[src/rtl/key_debounce_pulse_if.sv]
// Key bus between the raw push-button pins and the debounce front end.
// master: the side that owns the pins (board or testbench).
// slave: the conditioner that drives the pulse and level outputs.
interface key_debounce_pulse_if;
    logic [4:0] Key_In;
    logic [4:0] Key_Pulse;
    logic [4:0] Key_State;

    modport master (
        output Key_In,
        input  Key_Pulse,
        input  Key_State
    );

    modport slave (
        input  Key_In,
        output Key_Pulse,
        output Key_State
    );
endinterface

[src/rtl/key_debounce_pulse.sv]
// key_debounce_pulse: five-key push-button conditioner.
// Raw active-low pins are synchronized, debounced per key, and turned into
// one-cycle active-high command pulses plus a debounced held level.
// Define KEY_AUTO_REPEAT_EN to add hold-to-repeat pulses. Without it the
// REPEAT_* parameters are ignored.
module key_debounce_pulse #(
    parameter logic [24:0] DEBOUNCE_CYCLES = 25'd1_000_000,
    parameter logic [24:0] REPEAT_DELAY    = 25'd25_000_000,
    parameter logic [24:0] REPEAT_PERIOD   = 25'd5_000_000
) (
    input  logic                 CLK,
    input  logic                 RSTn,
    key_debounce_pulse_if.slave  keys
);

    localparam logic [1:0] ST_RELEASED    = 2'd0;
    localparam logic [1:0] ST_PRESS_CHK   = 2'd1;
    localparam logic [1:0] ST_PRESSED     = 2'd2;
    localparam logic [1:0] ST_RELEASE_CHK = 2'd3;

    localparam logic [24:0] DB_LAST = DEBOUNCE_CYCLES - 25'd1;
`ifdef KEY_AUTO_REPEAT_EN
    localparam logic [24:0] RD_LAST = REPEAT_DELAY - 25'd1;
    localparam logic [24:0] RP_LAST = REPEAT_PERIOD - 25'd1;
`endif

    logic [4:0] sync_meta;
    logic [4:0] sync_level;

    // Two-flop synchronizer. It resets to "released" so that a key held through reset is seen as a fresh press.
    always_ff @(posedge CLK or negedge RSTn) begin
        if (!RSTn) begin
            sync_meta  <= 5'b11111;
            sync_level <= 5'b11111;
        end else begin
            sync_meta  <= keys.Key_In;
            sync_level <= sync_meta;
        end
    end

    genvar i;
    generate
        for (i = 0; i < 5; i++) begin : g_key
            logic [1:0]  fsm;
            logic [24:0] cnt;
            logic        pulse_r;
            logic        state_r;
`ifdef KEY_AUTO_REPEAT_EN
            logic [24:0] rpt_cnt;
            logic        rpt_armed;
`endif

            // Per-key debounce FSM. The counter only ever counts up to DB_LAST, so it cannot wrap.
            always_ff @(posedge CLK or negedge RSTn) begin
                if (!RSTn) begin
                    fsm       <= ST_RELEASED;
                    cnt       <= '0;
                    pulse_r   <= 1'b0;
                    state_r   <= 1'b0;
`ifdef KEY_AUTO_REPEAT_EN
                    rpt_cnt   <= '0;
                    rpt_armed <= 1'b0;
`endif
                end else begin
                    pulse_r <= 1'b0;
                    case (fsm)
                        ST_RELEASED: begin
                            if (!sync_level[i]) begin
                                fsm <= ST_PRESS_CHK;
                                cnt <= '0;
                            end
                        end
                        ST_PRESS_CHK: begin
                            if (sync_level[i]) begin
                                fsm <= ST_RELEASED;
                                cnt <= '0;
                            end else if (cnt >= DB_LAST) begin
                                fsm       <= ST_PRESSED;
                                cnt       <= '0;
                                pulse_r   <= 1'b1;
                                state_r   <= 1'b1;
`ifdef KEY_AUTO_REPEAT_EN
                                rpt_cnt   <= '0;
                                rpt_armed <= 1'b0;
`endif
                            end else begin
                                cnt <= cnt + 25'd1;
                            end
                        end
                        ST_PRESSED: begin
                            if (sync_level[i]) begin
                                fsm <= ST_RELEASE_CHK;
                                cnt <= '0;
`ifdef KEY_AUTO_REPEAT_EN
                            end else if (rpt_cnt >= (rpt_armed ? RP_LAST : RD_LAST)) begin
                                pulse_r   <= 1'b1;
                                rpt_cnt   <= '0;
                                rpt_armed <= 1'b1;
                            end else begin
                                rpt_cnt <= rpt_cnt + 25'd1;
`endif
                            end
                        end
                        default: begin
                            if (!sync_level[i]) begin
                                fsm       <= ST_PRESSED;
                                cnt       <= '0;
`ifdef KEY_AUTO_REPEAT_EN
                                rpt_cnt   <= '0;
                                rpt_armed <= 1'b0;
`endif
                            end else if (cnt >= DB_LAST) begin
                                fsm     <= ST_RELEASED;
                                cnt     <= '0;
                                state_r <= 1'b0;
                            end else begin
                                cnt <= cnt + 25'd1;
                            end
                        end
                    endcase
                end
            end

            assign keys.Key_Pulse[i] = pulse_r;
            assign keys.Key_State[i] = state_r;
        end
    endgenerate

endmodule

[src/flat_wrapper.sv]
// flat-port wrapper written by rule: the top's interface ports become plain ports
module key_debounce_pulse_flat 
#(
    parameter logic [24:0] DEBOUNCE_CYCLES = 25'd1_000_000,
    parameter logic [24:0] REPEAT_DELAY    = 25'd25_000_000,
    parameter logic [24:0] REPEAT_PERIOD   = 25'd5_000_000
)
  (CLK, RSTn, keys_Key_In, keys_Key_Pulse, keys_Key_State);
  key_debounce_pulse_if keys_i ();
  input  logic CLK;
  input  logic RSTn;
  input wire logic [$bits(keys_i.Key_In)-1:0] keys_Key_In;
  output wire logic [$bits(keys_i.Key_Pulse)-1:0] keys_Key_Pulse;
  output wire logic [$bits(keys_i.Key_State)-1:0] keys_Key_State;
  assign keys_i.Key_In = keys_Key_In;
  assign keys_Key_Pulse = keys_i.Key_Pulse;
  assign keys_Key_State = keys_i.Key_State;
  key_debounce_pulse #(.DEBOUNCE_CYCLES(DEBOUNCE_CYCLES), .REPEAT_DELAY(REPEAT_DELAY), .REPEAT_PERIOD(REPEAT_PERIOD)) u_core (.CLK(CLK), .RSTn(RSTn), .keys(keys_i));
endmodule
[config.mk]
export PLATFORM = sky130hd
export DESIGN_NAME = key_debounce_pulse_flat
export DESIGN_NICKNAME = d
export VERILOG_FILES = /design/src/rtl/key_debounce_pulse_if.sv /design/src/rtl/key_debounce_pulse.sv /design/src/flat_wrapper.sv
export SDC_FILE = /design/constraint.sdc
export NUM_CORES = 1
export LEC_CHECK = 0
export ABC_AREA = 1
export CORE_UTILIZATION = 61
export DETAILED_ROUTE_END_ITERATION = 16
export GPL_ROUTABILITY_DRIVEN = 1
export PLACE_DENSITY_LB_ADDON = 0.1
export SLEW_MARGIN = 30
export SYNTH_ARGS = -nofsm -noshare
export SYNTH_HDL_FRONTEND = slang
export SYNTH_SLANG_ARGS = --single-unit
[constraint.sdc]
create_clock -name CLK -period 4.8 [get_ports CLK]
set_input_delay 0.96 -clock CLK [delete_from_list [all_inputs] [get_ports CLK]]
set_output_delay 0.96 -clock CLK [all_outputs]
set_load 0.005 [all_outputs]
==> results of run 1 <==
Yosys cell counts (18+ instances only):
library cell    n  area [um^2]
inv_1         163          612
nor2_1        203          762
nand3_1        86          430
o21ai_0        52          260
nor2_2         18          113
nor3_1         32          160
nand2_1       246          923
ha_1           25          313
nand4_1        42          263
dfrtp_1       145         3630
xor2_1         57          499
path summary, 6_finish.rpt:
kind	startpoint	endpoint	slack, ns	cells after the start
worst min-delay path	u_core.sync_meta[0]$_DFF_PN1_	u_core.sync_level[0]$_DFF_PN1_	0.35	0
min in group asynchronous	RSTn	u_core.g_key[0].cnt[15]$_DFFE_PN0P_	0.58	1
worst max register to register	u_core.g_key[3].fsm[0]$_DFFE_PN0P_	u_core.g_key[3].cnt[3]$_DFFE_PN0P_	2.38	8
max in group asynchronous	RSTn	u_core.sync_level[0]$_DFF_PN1_	3.31	2
worst max-delay path	u_core.g_key[3].fsm[0]$_DFFE_PN0P_	u_core.g_key[3].cnt[3]$_DFFE_PN0P_	2.38	8
worst min register to register	u_core.sync_meta[0]$_DFF_PN1_	u_core.sync_level[0]$_DFF_PN1_	0.35	0
where the power goes:
| part | internal, mW | leakage, nW | switching (mW) |
|---|---|---|---|
| Combinational | 0.254 | 2.12 | 0.663 |
| Clock | 0.835 | 0.290 | 0.557 |
| Sequential | 1.39 | 2.11 | 0.0952 |
worst register-to-register path: stages (launching register included):
cell	delay [ns]
dfrtp_1	0.45
inv_1	0.11
ha_1	0.16
or2_1	0.10
o21a_1	0.65
inv_1	0.43
nand4_1	0.19
xor2_1	0.15
nor2_1	0.06
routing by layer:
metal / wire, um / track usage
met1: 9180 / 0.342
met2: 8700 / 0.408
met3: 519 / 0.0565
met4: 130 / 0.0602
met5: 0 / 0
layout make-up:
class,count,area share
multi-input cells,878,0.455
flip-flops and latches,155,0.379
inverters,177,0.0648
clock buffers,19,0.0432
well taps,188,0.0229
repair buffers,19,0.0182
clock inverters,13,0.0162
sequential cells by signal (all words and copies together), names as in the netlist, named ones only:
signal / cells
u_core.g_key.state_r: 5
u_core.g_key.fsm: 5
u_core.g_key.pulse_r: 5
u_core.g_key.cnt: 125
u_core.sync_level: 5
u_core.sync_meta: 5
cells by family (layout without fill, tap and decap cells):
logic type | count (synthesis) | in the layout | share of synthesized area
AND/OR/NAND/NOR | 678 | 678 | 0.329
buffers and inverters | 213 | 228 | 0.0966
flip-flops | 155 | 155 | 0.410
AO/OA/AOI/OAI | 109 | 109 | 0.0702
XOR/XNOR | 66 | 66 | 0.0610
adder cells (fa/ha/maj) | 25 | 25 | 0.0330
placed cells by master, fill, tap and decap left out, drive strengths merged, types with 6 or more instances in the layout:
cell / instances
clkdlybuf4s50: 15
nand2: 256
o21ai: 62
dfrtp: 145
or2: 6
clkbuf: 20
inv: 178
clkinv: 6
nand3: 91
nand4: 45
xnor2: 9
nor2: 229
nor3: 37
xor2: 57
o22ai: 10
dfstp: 10
nor4: 6
ha: 25
a21oi: 26
==> results.py, run 1 <==
metrics = {
    "drt": {
        "num_vias": 7598,
        "antenna_left": 0,
        "routedWlPerCell_um": 12.8,
        "via_per_inst": 5.24,
        "drt_iter0_drc": 454,
        "drc": 0,
        "first_pass_iters": 5,
        "totalWireLength_um": 18500,
    },
    "sta": {
        "setup_viol": 0,
        "finalCritPeriodShare": 0.504,
        "hold_slack_ns": 0.355,
        "worst_pin_slew_ns": 0.878,
        "max_freq_mhz": 414,
        "rsz0062_at_grt": "false",
        "finClkSkew_ns": 0.00705,
        "fin_ws_ns": 2.38,
        "setup_tns_ns": 0,
        "post-route-min-period_ns": 2.42,
        "maxSlewHeadroom": 0.415,
        "hold_violations": 0,
        "slew_viol_final": 0,
    },
    "worst_setup_path": {
        "crit_type": "reg -> reg",
        "cpMostUsedCell": "inv_1",
        "start_kind": "register",
        "path_delay_family": "compound AO/OA/AOI/OAI gates",
        "worstPathMaxFanout": 21,
        "crit_slowest_cell": "o21a_1",
        "critPathBufInv": 2,
        "slowest_delay_ns": 0.65,
        "endpoint_kind": "register",
        "crit_chain": "inv_1 > ha_1 > or2_1 > o21a_1 > inv_1 > nand4_1 > xor2_1 > nor2_1",
        "arrival_ns": 2.72,
        "required_ns": 5.10,
    },
    "cells_and_area": {
        "nets": 1280,
        "fillCellCount": 1273,
        "drive_above_1_share": 0.102,
        "final_cells": 1449,
        "syn_to_final_growth_pct": 8.22,
        "diodes": 0,
        "seq_area_um2": 3890,
        "finalInstanceArea_um2": 10300,
        "finish.utilization": 0.675,
        "multi_input_area_um2": 4670,
    },
    "grt": {
        "track_usage": 0.251,
        "grt-ovfl-total": 0,
        "grt_max_degree": 100,
        "grt_pass1_wl_um": 32700,
        "antenna_found_initial": 0,
        "grt_pass1_vias": 7131,
    },
    "synthesis": {
        "ys_warn_count": 0,
        "syn_inst": 1246,
        "postSynthAreaPerCell_um2": 7.61,
        "async_flop_share": 1.00,
        "synth_area_um2": 9480,
        "synth_seq_area_share": 0.410,
        "synth_edf_count": 0,
        "ys_ff_latch": 155,
        "synth_flop_cell": "dfrtp_1",
        "synth_fp_nets": 1278,
        "ys_types": 52,
    },
    "die": {
        "fp.dieW_um": 127,
        "core_area_um2": 15200,
        "start_util": 0.624,
        "pin_count": 17,
        "rows": 45,
        "die_h_um": 127,
        "dieArea_um2": 16000,
    },
    "cts": {
        "cts_tree": "done",
        "clkLatencyLatePin_ns": 0.42,
        "ctsResizeCount": 0,
        "cts_buffers": 17,
        "cts_setup_buffers": 0,
        "cts_hold_buf": 0,
        "cts_root_buffer": "clkbuf_16",
        "cts_htree_levels": 4,
        "clkSinkCount": 155,
        "cts.clk_slew.worst_paths_ns": 0.06,
        "clk_path_buf_depth": 2,
    },
    "run": {
        "maxCapViolations": 0,
    },
    "placement": {
        "hpwl_um": 13100,
        "dpl.cell_count": 1417,
        "finalWeightedCongestion": 0.920,
        "dp_slack_ns": 2.40,
        "place_area_um2": 9650,
        "numPortBuffers": 16,
    },
    "outcome": {
        "status": "complete, no violations",
    },
    "pwr": {
        "pwr_density_cell_nw_per_um2": 370,
        "p_leak_nw": 4.52,
        "vdd_drop_max_uv": 296,
        "total_power_mw": 3.79,
    },
    "min_path": {
        "hp-class": "reg -> reg",
    },
}
Power figures use the tool's default switching activity.
==> run 2, diff against run 1 <==
CORE_UTILIZATION = 57   (was 61)
clock period = 2.14 ns   (was 4.8 ns; I/O delays follow)
==> run 2 against run 1 <==
  * Count of clock-buffer cells in the layout rose by 2
  * First-iteration DRC count up 1.1%
  * Flip-flop and latch count unchanged
  * Routed wire length rose by 1.5%
  * Non-clock buffer count rose by 20
  * Combinational power grew 150%
  * Register-to-register slack lost 2.2 ns
  * Hold slack gained 0.00075 ns
  * Critical path type unchanged
==> results.py, run 2 (same netlist as run 1, synthesis figures left out) <==
metrics = {
    "drt": {
        "drt_iter0_drc": 459,
        "totalWireLength_um": 18800,
        "num_vias": 7720,
        "drc": 0,
        "first_pass_iters": 5,
        "antenna_left": 0,
        "via_per_inst": 5.16,
        "routedWlPerCell_um": 12.6,
    },
    "worst_setup_path": {
        "reg2reg_from": "u_core.g_key[0].cnt[0]$_DFFE_PN0P_",
        "critPathBufInv": 1,
        "crit_chain": "ha_1 > nand2_1 > inv_1 > nand3_1 > nor2_1 > nand2_1 > nand4_1 > nand2_2 > nand2_4 > o21ai_0",
        "r2r-end": "u_core.g_key[0].cnt[0]$_DFFE_PN0P_",
        "required_ns": 2.48,
        "arrival_ns": 2.32,
        "r2r_slack_ns": 0.16,
        "crit_slowest_cell": "dfrtp_1",
        "slowest_delay_ns": 0.42,
        "worstPathMaxFanout": 15,
        "start_kind": "register",
        "path_delay_family": "simple AND/OR/NAND/NOR gates",
        "endpoint_kind": "register",
        "crit_type": "reg -> reg",
        "cpMostUsedCell": "nand2_1",
        "ff2ff_path_depth": 10,
    },
    "placement": {
        "finalWeightedCongestion": 0.862,
        "numPortBuffers": 16,
        "dpl.cell_count": 1464,
        "hpwl_um": 13700,
    },
    "cts": {
        "cts_tree": "done",
        "clkSinkCount": 155,
        "cts_root_buffer": "clkbuf_16",
        "clk_path_buf_depth": 2,
        "cts_setup_buffers": 0,
        "cts.clk_slew.worst_paths_ns": 0.06,
        "clkLatencyLatePin_ns": 0.42,
        "cts_htree_levels": 4,
        "cts_buffers": 17,
    },
    "min_path": {
        "hold_depth": 0,
        "hp-class": "reg -> reg",
        "hp-start": "u_core.sync_meta[4]$_DFF_PN1_",
        "hold_end": "u_core.sync_level[4]$_DFF_PN1_",
    },
    "sta": {
        "maxSlewHeadroom": 0.669,
        "setup_tns_ns": 0,
        "setup_viol": 0,
        "rsz0062_at_grt": "false",
        "finalCritPeriodShare": 0.925,
        "hold_violations": 0,
        "slew_viol_final": 0,
        "max_freq_mhz": 505,
        "post-route-min-period_ns": 1.98,
        "finClkSkew_ns": 0.00542,
        "worst_pin_slew_ns": 0.493,
    },
    "die": {
        "core_area_um2": 16100,
        "rows": 46,
        "pin_count": 17,
        "die_h_um": 131,
        "dieArea_um2": 17200,
        "start_util": 0.590,
        "fp.dieW_um": 131,
    },
    "outcome": {
        "status": "complete, no violations",
    },
    "cells_and_area": {
        "fillCellCount": 1406,
        "max_flop_register": "u_core.g_key.cnt",
        "final_common_cell": "nand2_1",
        "final_cell_mix": "246 x nand2_1, 202 x nor2_1, 163 x inv_1",
        "largest_reg_flops": 125,
        "finish.utilization": 0.647,
        "drive_above_1_share": 0.116,
        "final_cells": 1497,
        "nets": 1300,
        "diodes": 0,
        "syn_to_final_growth_pct": 9.52,
    },
    "pwr": {
        "pwr_density_cell_nw_per_um2": 796,
        "vdd_drop_max_uv": 589,
        "p_leak_nw": 4.57,
    },
    "run": {
        "maxCapViolations": 0,
    },
    "grt": {
        "antenna_found_initial": 0,
        "grt_max_degree": 45,
        "grt_pass1_vias": 7132,
        "track_usage": 0.239,
        "grt-ovfl-total": 0,
        "grt_pass1_wl_um": 32400,
    },
}
-- run 2: how the worst max path moves through the flow --
| stage | startpoint | to | slack [ns] | depth (start not counted) |
|---|---|---|---|---|
| after floorplan | u_core.g_key[0].fsm[0]$_DFFE_PN0P_ | u_core.g_key[0].cnt[19]$_DFFE_PN0P_ | 0.28 | 13 |
| after global placement | u_core.g_key[3].fsm[0]$_DFFE_PN0P_ | u_core.g_key[3].cnt[12]$_DFFE_PN0P_ | 0.14 | 8 |
| after detailed placement | u_core.g_key[2].fsm[0]$_DFFE_PN0P_ | u_core.g_key[2].cnt[2]$_DFFE_PN0P_ | 0.07 | 9 |
| after CTS | u_core.g_key[2].fsm[0]$_DFFE_PN0P_ | u_core.g_key[2].cnt[19]$_DFFE_PN0P_ | 0.07 | 9 |
| after global routing | register | u_core.g_key[0].cnt[19]$_DFFE_PN0P_ | 0.002 | 12 |
| final | u_core.g_key[0].cnt[0]$_DFFE_PN0P_ | u_core.g_key[0].cnt[0]$_DFFE_PN0P_ | 0.16 | 10 |
-- run 2: through the flow --
| stage | hold slack, ns | power [mW] | instance area [um^2] | worst slack [ns] |
|---|---|---|---|---|
| global placement | 0.346 | 5.57 | 9850 | 0.141 |
| global route | 0.358 | 8.79 | 10400 | 0.00205 |
| detailed placement | 0.347 | 5.62 | 9850 | 0.0679 |
| finish | 0.356 | 8.26 | 10400 | 0.161 |
| floorplan | 0.132 | 5.06 | 9480 | 0.284 |
| CTS | 0.357 | 8.33 | 10400 | 0.0653 |
-- run 2: what timing repair did --
item,in CTS,in global routing
setup endpoints to repair,0,15
hold endpoints to repair,36,0
gates resized for setup,0,4
hold buffers,1,0
-- run 2: layer usage --
metal / up-vias / global-route usage / share of wire
met2: 90 / 0.393 / 0.47
met1: 3623 / 0.324 / 0.49
met5: - / 0 / 0
met3: 10 / 0.0472 / 0.029
met4: 0 / 0.0602 / 0.0072
li1: 3997 / - / -
-- run 2: final cells by class --
class	count	area, um^2	area share
clock buffer	21	440	0.0424
clock inverter	11	75.1	0.00723
inverter	177	664	0.0640
multi-input combinational	878	4680	0.451
sequential	155	3890	0.375
tap	216	270	0.0260
timing repair buffer	39	362	0.0348
-- run 2: worst register-to-register path, stage by stage, from the launching register on --
cell and delay [ns]:
dfrtp_1 0.42, ha_1 0.25, nand2_1 0.06, inv_1 0.05, nand3_1 0.20, nor2_1 0.08, nand2_1 0.11, nand4_1 0.15
nand2_2 0.19, nand2_4 0.18, o21ai_0 0.21
-- run 2: power breakdown --
group	total [mW]	internal, mW	switching (mW)
Clock	2.69	1.47	1.22
Combinational	2.27	0.715	1.55
Sequential	3.30	3.11	0.184
==> run 3, diff against run 2 <==
PLACE_DENSITY = 0.78   (was unset)
PLACE_DENSITY_LB_ADDON = unset   (was 0.1)
==> run 3 against run 2 <==
  * Largest power group unchanged
  * Global-route usage rose by 0.32 points
  * Sequential share of layout area fell by 0.42 points
  * Flip-flop and latch count did not move
==> results.py, run 3 (same netlist as run 1, synthesis figures left out) <==
metrics = {
    "worst_setup_path": {
        "slowest_delay_ns": 0.40,
        "startpoint": "u_core.g_key[0].cnt[0]$_DFFE_PN0P_",
        "arrival_ns": 2.32,
        "crit_type": "reg -> reg",
        "cpMostUsedCell": "nand2_1",
        "endpoint_kind": "register",
        "required_ns": 2.46,
        "crit_chain": "ha_1 > nand2_1 > inv_1 > nand3_1 > nor2_1 > nand2_1 > nand4_1 > nand2_2 > nand2_4 > o21ai_0",
        "reg2reg_from": "u_core.g_key[0].cnt[0]$_DFFE_PN0P_",
        "crit_slowest_cell": "dfrtp_1",
        "start_kind": "register",
        "worstPathMaxFanout": 15,
    },
    "drt": {
        "dr.max_layer_used": "met4",
        "drt_iter0_drc": 551,
        "via_per_inst": 5.27,
        "wl_met2_um": 9430,
        "antenna_left": 0,
        "drc": 0,
        "first_pass_iters": 7,
        "totalWireLength_um": 19000,
        "num_vias": 7886,
        "wl_met3_um": 628,
        "routedWlPerCell_um": 12.7,
        "drt-met1-wl_um": 8740,
    },
    "grt": {
        "grt_pass1_wl_um": 33300,
        "grt-ovfl-total": 0,
        "grt_pass1_vias": 7613,
        "track_usage": 0.242,
        "grt_max_degree": 52,
        "antenna_found_initial": 0,
    },
    "cells_and_area": {
        "largest_reg_flops": 125,
        "final_cell_mix": "245 x nand2_1, 201 x nor2_1, 163 x inv_1",
        "max_flop_register": "u_core.g_key.cnt",
        "syn_to_final_growth_pct": 10.8,
        "final_common_cell": "nand2_1",
        "nets": 1300,
        "drive_above_1_share": 0.118,
        "diodes": 0,
    },
    "cts": {
        "cts_root_buffer": "clkbuf_16",
        "clk_path_buf_depth": 2,
        "clkLatencyLatePin_ns": 0.42,
        "clkSinkCount": 155,
        "cts_htree_levels": 4,
        "cts.clk_slew.worst_paths_ns": 0.06,
        "cts_buffers": 17,
        "cts_tree": "done",
    },
    "sta": {
        "slew_viol_final": 0,
        "hold_violations": 0,
        "worst_pin_slew_ns": 0.491,
        "max_freq_mhz": 501,
        "post-route-min-period_ns": 2.00,
        "hold_slack_ns": 0.349,
        "finalCritPeriodShare": 0.932,
        "finClkSkew_ns": 0.00859,
        "maxSlewHeadroom": 0.673,
        "setup_viol": 0,
    },
    "pwr": {
        "p_leak_nw": 4.63,
        "total_power_mw": 8.69,
        "vdd_drop_max_uv": 597,
        "pwr_density_cell_nw_per_um2": 828,
    },
    "run": {
        "maxCapViolations": 0,
    },
    "outcome": {
        "status": "complete, no violations",
    },
    "placement": {
        "numPortBuffers": 16,
        "finalWeightedCongestion": 0.890,
        "hpwl_um": 13700,
    },
    "die": {
        "fp.dieW_um": 131,
        "dieArea_um2": 17200,
        "core_area_um2": 16100,
        "die_h_um": 131,
        "pin_count": 17,
        "rows": 46,
        "start_util": 0.590,
    },
    "min_path": {
        "hp-class": "reg -> reg",
        "hp-start": "u_core.sync_meta[3]$_DFF_PN1_",
    },
}
-- run 3: repair_timing --
item,CTS,global route
buffers inserted,0,0
gates resized for setup,0,8
hold buffers,1,0
hold endpoints to repair,43,0
endpoints found under the setup margin,0,23
-- run 3: per-layer routing --
metal | global-route usage | up-vias
li1 | - | 3989
met1 | 0.308 | 3713
met2 | 0.416 | 155
met3 | 0.0517 | 29
met4 | 0.0676 | 0
met5 | 0 | -
-- run 3: area by class of cell --
class	instances	area (um^2)
flip-flops and latches	155	3890
repair buffers	39	374
multi-input cells	878	4690
inverters	177	664
clock buffers	22	464
clock inverters	8	143
fillers	1296	5560
well taps	216	270
-- run 3: worst paths after layout --
| kind | cells after the start | slack [ns] | end |
|---|---|---|---|
| setup / recovery | 10 | 0.14 | u_core.g_key[0].cnt[8]$_DFFE_PN0P_ |
| hold / removal | 0 | 0.35 | u_core.sync_level[3]$_DFF_PN1_ |
| setup reg to reg | 10 | 0.14 | u_core.g_key[0].cnt[8]$_DFFE_PN0P_ |
| hold reg to reg | 0 | 0.35 | u_core.sync_level[3]$_DFF_PN1_ |
| max in group asynchronous | 3 | 0.97 | u_core.sync_meta[3]$_DFF_PN1_ |
| min in group asynchronous | 2 | 0.52 | u_core.g_key[3].cnt[4]$_DFFE_PN0P_ |
-- run 3: critical path, delay by kind of cell (launching register included) --
kind | cells | cell delay, ns
compound gates | 1 | 0.23
fa+ha+maj | 1 | 0.25
buf+inv | 1 | 0.05
flops | 1 | 0.40
simple gates | 7 | 0.97
-- run 3: power by group --
group	switching [mW]	internal, mW	total [mW]
clock network	1.12	1.99	3.12
logic	1.55	0.723	2.28
registers	0.183	3.12	3.30
-- run 3: per-stage QoR --
stage / instance area [um^2] / TNS (ns) / worst slack [ns] / instances / util
after global routing: 10500 / -0.00486 / -0.00486 / 1495 / 0.654
final: 10500 / 0 / 0.145 / 1495 / 0.654
after global placement: 9860 / 0 / 0.197 / 1464 / 0.614
after CTS: 10500 / 0 / 0.0531 / 1495 / 0.653
after detailed placement: 9860 / 0 / 0.127 / 1464 / 0.614
after floorplan: 9480 / 0 / 0.284 / 1246 / -
